### config.mk
export PLATFORM = sky130hd
export DESIGN_NAME = pipe_stage_reg_flat
export DESIGN_NICKNAME = d
export VERILOG_FILES = /design/src/rtl/pipe_stage_reg_if.sv /design/src/rtl/pipe_stage_reg.sv /design/src/flat_wrapper.sv
export SDC_FILE = /design/constraint.sdc
export NUM_CORES = 1
export LEC_CHECK = 0
export CAP_MARGIN = 25
export CORE_AREA = 2 2 147 149
export CTS_CLUSTER_SIZE = 30
export DETAILED_ROUTE_END_ITERATION = 6
export DIE_AREA = 0 0 149 151
export GPL_TIMING_DRIVEN = 0
export PLACE_DENSITY_LB_ADDON = 0.08
export SLEW_MARGIN = 30
export SYNTH_ARGS = -nofsm -noshare
export SYNTH_HDL_FRONTEND = slang
export SYNTH_SLANG_ARGS = --single-unit
export TNS_END_PERCENT = 50
### constraint.sdc
create_clock -name Clk -period 1.35 [get_ports Clk]
set_input_delay 0.2025 -clock Clk [delete_from_list [all_inputs] [get_ports Clk]]
set_output_delay 0.2025 -clock Clk [all_outputs]
set_load 0.01 [all_outputs]
### src/rtl/pipe_stage_reg_if.sv
// Stage-boundary bundle: upstream payload and controls into the stage register, registered payload and counters out.
interface pipe_stage_reg_if #(
  parameter int CTRL_W = 9,
  parameter int DATA_W = 161,
  parameter int CNT_W  = 16
);
  logic              In_Valid;
  logic [CTRL_W-1:0] In_Ctrl;
  logic [DATA_W-1:0] In_Data;
  logic              Stall;
  logic              Flush;
  logic              Cnt_Clear;
  logic              Out_Valid;
  logic [CTRL_W-1:0] Out_Ctrl;
  logic [DATA_W-1:0] Out_Data;
  logic [CNT_W-1:0]  Stall_Cnt;
  logic [CNT_W-1:0]  Flush_Cnt;

  modport master (
    output In_Valid, In_Ctrl, In_Data, Stall, Flush, Cnt_Clear,
    input  Out_Valid, Out_Ctrl, Out_Data, Stall_Cnt, Flush_Cnt
  );

  modport slave (
    input  In_Valid, In_Ctrl, In_Data, Stall, Flush, Cnt_Clear,
    output Out_Valid, Out_Ctrl, Out_Data, Stall_Cnt, Flush_Cnt
  );
endinterface

### src/rtl/pipe_stage_reg.sv
// Pipeline stage register with valid, stall-hold and flush-to-bubble; 1-cycle latency, all outputs registered.
// Optional saturating stall/flush counters are built only when PIPE_STAGE_PERF_EN is defined.
module pipe_stage_reg #(
  parameter int                CTRL_W    = 9,
  parameter int                DATA_W    = 161,
  parameter logic [CTRL_W-1:0] KILL_MASK = {CTRL_W{1'b1}},
  parameter int                CNT_W     = 16
) (
  input  logic           Clk,
  input  logic           Reset,
  pipe_stage_reg_if.slave bus
);

  logic              valid_q, valid_d;
  logic [CTRL_W-1:0] ctrl_q,  ctrl_d;
  logic [DATA_W-1:0] data_q,  data_d;

  // Priority Flush > Stall > Load; a bubble never keeps a KILL_MASK bit set.
  always_comb begin
    valid_d = valid_q;
    ctrl_d  = ctrl_q;
    data_d  = data_q;
    if (bus.Flush) begin
      valid_d = 1'b0;
      ctrl_d  = ctrl_q & ~KILL_MASK;
    end else if (!bus.Stall) begin
      valid_d = bus.In_Valid;
      ctrl_d  = bus.In_Valid ? bus.In_Ctrl : (bus.In_Ctrl & ~KILL_MASK);
      data_d  = bus.In_Data;
    end
  end

  always_ff @(posedge Clk) begin
    if (Reset) begin
      valid_q <= 1'b0;
      ctrl_q  <= '0;
      data_q  <= '0;
    end else begin
      valid_q <= valid_d;
      ctrl_q  <= ctrl_d;
      data_q  <= data_d;
    end
  end

  assign bus.Out_Valid = valid_q;
  assign bus.Out_Ctrl  = ctrl_q;
  assign bus.Out_Data  = data_q;

`ifdef PIPE_STAGE_PERF_EN
  logic [CNT_W-1:0] stall_cnt_q, stall_cnt_d;
  logic [CNT_W-1:0] flush_cnt_q, flush_cnt_d;

  // Only occupied stages count; Flush masks a simultaneous Stall.
  always_comb begin
    stall_cnt_d = stall_cnt_q;
    flush_cnt_d = flush_cnt_q;
    if (bus.Cnt_Clear) begin
      stall_cnt_d = '0;
      flush_cnt_d = '0;
    end else if (valid_q) begin
      if (bus.Flush && (flush_cnt_q != {CNT_W{1'b1}}))
        flush_cnt_d = flush_cnt_q + 1'b1;
      else if (!bus.Flush && bus.Stall && (stall_cnt_q != {CNT_W{1'b1}}))
        stall_cnt_d = stall_cnt_q + 1'b1;
    end
  end

  always_ff @(posedge Clk) begin
    if (Reset) begin
      stall_cnt_q <= '0;
      flush_cnt_q <= '0;
    end else begin
      stall_cnt_q <= stall_cnt_d;
      flush_cnt_q <= flush_cnt_d;
    end
  end

  assign bus.Stall_Cnt = stall_cnt_q;
  assign bus.Flush_Cnt = flush_cnt_q;
`else
  assign bus.Stall_Cnt = '0;
  assign bus.Flush_Cnt = '0;
`endif

endmodule

### src/flat_wrapper.sv
// flat-port wrapper written by rule: the top's interface ports become plain ports
module pipe_stage_reg_flat 
#(
  parameter int                CTRL_W    = 9,
  parameter int                DATA_W    = 161,
  parameter logic [CTRL_W-1:0] KILL_MASK = {CTRL_W{1'b1}},
  parameter int                CNT_W     = 16
)
  (Clk, Reset, bus_In_Valid, bus_In_Ctrl, bus_In_Data, bus_Stall, bus_Flush, bus_Cnt_Clear, bus_Out_Valid, bus_Out_Ctrl, bus_Out_Data, bus_Stall_Cnt, bus_Flush_Cnt);
  pipe_stage_reg_if #(.CTRL_W(CTRL_W), .DATA_W(DATA_W), .CNT_W(CNT_W)) bus_i ();
  input  logic Clk;
  input  logic Reset;
  input wire logic [$bits(bus_i.In_Valid)-1:0] bus_In_Valid;
  input wire logic [$bits(bus_i.In_Ctrl)-1:0] bus_In_Ctrl;
  input wire logic [$bits(bus_i.In_Data)-1:0] bus_In_Data;
  input wire logic [$bits(bus_i.Stall)-1:0] bus_Stall;
  input wire logic [$bits(bus_i.Flush)-1:0] bus_Flush;
  input wire logic [$bits(bus_i.Cnt_Clear)-1:0] bus_Cnt_Clear;
  output wire logic [$bits(bus_i.Out_Valid)-1:0] bus_Out_Valid;
  output wire logic [$bits(bus_i.Out_Ctrl)-1:0] bus_Out_Ctrl;
  output wire logic [$bits(bus_i.Out_Data)-1:0] bus_Out_Data;
  output wire logic [$bits(bus_i.Stall_Cnt)-1:0] bus_Stall_Cnt;
  output wire logic [$bits(bus_i.Flush_Cnt)-1:0] bus_Flush_Cnt;
  assign bus_i.In_Valid = bus_In_Valid;
  assign bus_i.In_Ctrl = bus_In_Ctrl;
  assign bus_i.In_Data = bus_In_Data;
  assign bus_i.Stall = bus_Stall;
  assign bus_i.Flush = bus_Flush;
  assign bus_i.Cnt_Clear = bus_Cnt_Clear;
  assign bus_Out_Valid = bus_i.Out_Valid;
  assign bus_Out_Ctrl = bus_i.Out_Ctrl;
  assign bus_Out_Data = bus_i.Out_Data;
  assign bus_Stall_Cnt = bus_i.Stall_Cnt;
  assign bus_Flush_Cnt = bus_i.Flush_Cnt;
  pipe_stage_reg #(.CTRL_W(CTRL_W), .DATA_W(DATA_W), .KILL_MASK(KILL_MASK), .CNT_W(CNT_W)) u_core (.Clk(Clk), .Reset(Reset), .bus(bus_i));
endmodule
==> run metrics <==
Synth Cell Area 0.007312 sq mm; via count 7300; Die X 149 microns; RSZ-0062 raised after global routing no; Vias/cell 4.893; max_cap viols 0; Distinct cells, synth 18; Required @ worst endpoint 1150 ps; Yosys reg bits 171; hpwl dp 18770 microns; worst min path class in2reg; Post-synth EDFFs 0; crit-path cells dlygate4sd2_1; H-tree levels 4; I/O Pins 379; CTS Sinks 171; Leakage 4.905 nW; Fin. Hold Viols 0; relative slew slack 57.62%; Worst path top cell family by delay buffers and inverters; syn avg cell area 9.016 sq um; Setup Fix Bufs, Post-CTS 0; Pre-antenna DRT Iters 5; Final min period 1309 ps; layout cells sized above 1 11.37%; startpoint types flop; die area 0.02250 sq mm; Initial Util 35.12%; final design utilization 55.68%; Setup crit end kind primary output; initial antenna violation count 1; number of global-route vias before repair 6891; CTS tree built; critical path fanouts, max 2; DRT iter0 DRCs 287; final WL 25620 microns; GRT Overall Usage 22.01%; Slew Limit Fails 0; pwr/cell area 1076 mW/mm^2; clk_lat worst skew 420 ps; CP peak stage delay 350 ps; DRC Markers 0; Core Region 0.02082 sq mm; global-route wire length before repair 38270 microns; top_reg_cell synth dfxtp_1; Clock Pin Slew Worst Setup and Hold Paths 70 ps; row cnt 53; Clock Skews 0 ps; Die H 151 microns; CTS Buf Count 17; Period Utilization, post-route 96.97%; Hold WS 247.8 ps; root buf cell clkbuf_16; worst-case clock buffer depth 2; Mapped Cells 811; Worst path slowest cell dlygate4sd2_1; fmax 763.8 MHz; mean routed wirelength per cell 17.17 microns; critical path type reg2out; final antenna-violating net count 0; register area share after synthesis 46.82%; critical path arrival 1110 ps; outcome completed; largest net degree at the start of global routing 17; Async SR Flop Fraction 0%; I/O Buffers 341; synth warn 0; Buf/Inv on CP 1; grt ovf 0; final net count 1377; setup violators final 0; worst vdd ir 786.4 uV; area delta synth->final 58.56%; Worst-Margin Slew 635.7 ps; Placer Congestion 0.8040
==> cell usage after synthesis, types with 3 or more instances <==
library cell / number / area share (%)
a21oi_1: 170 / 12
buf_2: 3 / 0.21
buf_4: 32 / 3.3
buf_6: 11 / 1.7
clkbuf_1: 73 / 3.7
clkbuf_2: 5 / 0.34
dfxtp_1: 171 / 47
nand2_1: 9 / 0.46
nand3b_1: 9 / 0.92
o21ai_0: 161 / 11
or3b_1: 109 / 13
or3b_2: 52 / 6.2
==> final timing paths <==
path                                 start  depth (start not counted)  slack (ps)                       end
setup / recovery  u_core.bus.Out_Data[159]                          1          40         bus_Out_Data[159]
hold / removal                bus_In_Valid                          3         250    u_core.bus.Out_Ctrl[2]
setup reg to reg  u_core.bus.Out_Data[120]                          2         670  u_core.bus.Out_Data[120]
hold reg to reg     u_core.bus.Out_Ctrl[3]                          2         460    u_core.bus.Out_Ctrl[3]
==> repair_timing <==
| action | 4_1_cts | 5_1_grt |
|---|---|---|
| hold endpoints to repair | 0 | 0 |
| hold buffers | 0 | 0 |
| setup endpoints to repair | 261 | 6 |
| resized for setup | 172 | 0 |
==> area by class of cell <==
type | instances | area [sq um]
multi-input cells | 545 | 3308
clock inverters | 13 | 163.9
well taps | 275 | 344.1
plain buffers | 125 | 694.4
diodes | 3 | 7.507
repair buffers | 341 | 3199
clock buffers | 19 | 452.9
flip-flops and latches | 171 | 3423
fillers | 2017 | 9229
==> power by group <==
part	switching [mW]	internal [mW]	total, mW
Combinational	0.879	1.03	1.91
Sequential	0.0972	5.27	5.37
Clock	2.17	3.03	5.20
Total	3.14	9.33	12.5
==> metal layers <==
| layer | up-vias | part of all wire, % | global-route usage [%] |
|---|---|---|---|
| met3 | 33 | 9.8 | 7.952 |
| met2 | 288 | 48 | 36.34 |
| met4 | 0 | 1.8 | 8.095 |
| met5 | - | 0 | 0 |
| met1 | 3353 | 41 | 26.37 |
| li1 | 3626 | - | - |
==> cells by family (layout without fill, tap and decap cells) <==
kind of cell	after synthesis	after routing	synth area share, %
AOI/OAI and AO/OA	331	331	22.66
and+or+nand+nor	181	181	20.81
DFF	171	171	46.82
buffers and inverters	126	498	9.531
other	1	35	0.05129
muxes	1	1	0.1369
==> registers in the layout, summed over array words and instances (netlist names) <==
signal                flops
u_core.bus.Out_Ctrl       9
u_core.bus.Out_Valid      1
u_core.bus.Out_Data     161
==> per-stage QoR <==
stage | worst slack (ps) | total power [mW] | instance area (sq um) | cells | TNS, ps
2_1_floorplan | 132.6 | 6.362 | 7428 | 842 | 0
3_3_place_gp | -615.5 | 7.552 | 11190 | 1458 | -58630
3_5_place_dp | -620.5 | 7.553 | 11190 | 1458 | -59510
4_1_cts | 2.528 | 12.60 | 11590 | 1490 | 0
5_1_grt | 4.912 | 12.96 | 11590 | 1490 | 0
6_report | 40.84 | 12.47 | 11590 | 1492 | 0
==> cells in the final DEF, fill, tap and decap left out <==
cell type	instances
a21oi_1	170
buf_1	1
buf_2	3
buf_4	32
buf_6	11
buf_8	1
bufinv_16	3
clkbuf_1	71
clkbuf_16	17
clkbuf_2	6
clkbuf_8	2
clkdlybuf4s50_1	170
clkinv_2	3
clkinv_4	1
clkinvlp_4	2
conb_1	32
dfxtp_1	171
diode_2	3
dlygate4sd2_1	171
inv_6	4
mux2i_1	1
nand2_1	9
nand3b_1	9
nor2_1	1
o21ai_0	161
or2_2	1
or3b_1	109
or3b_2	52
Power figures use the tool's default switching activity.
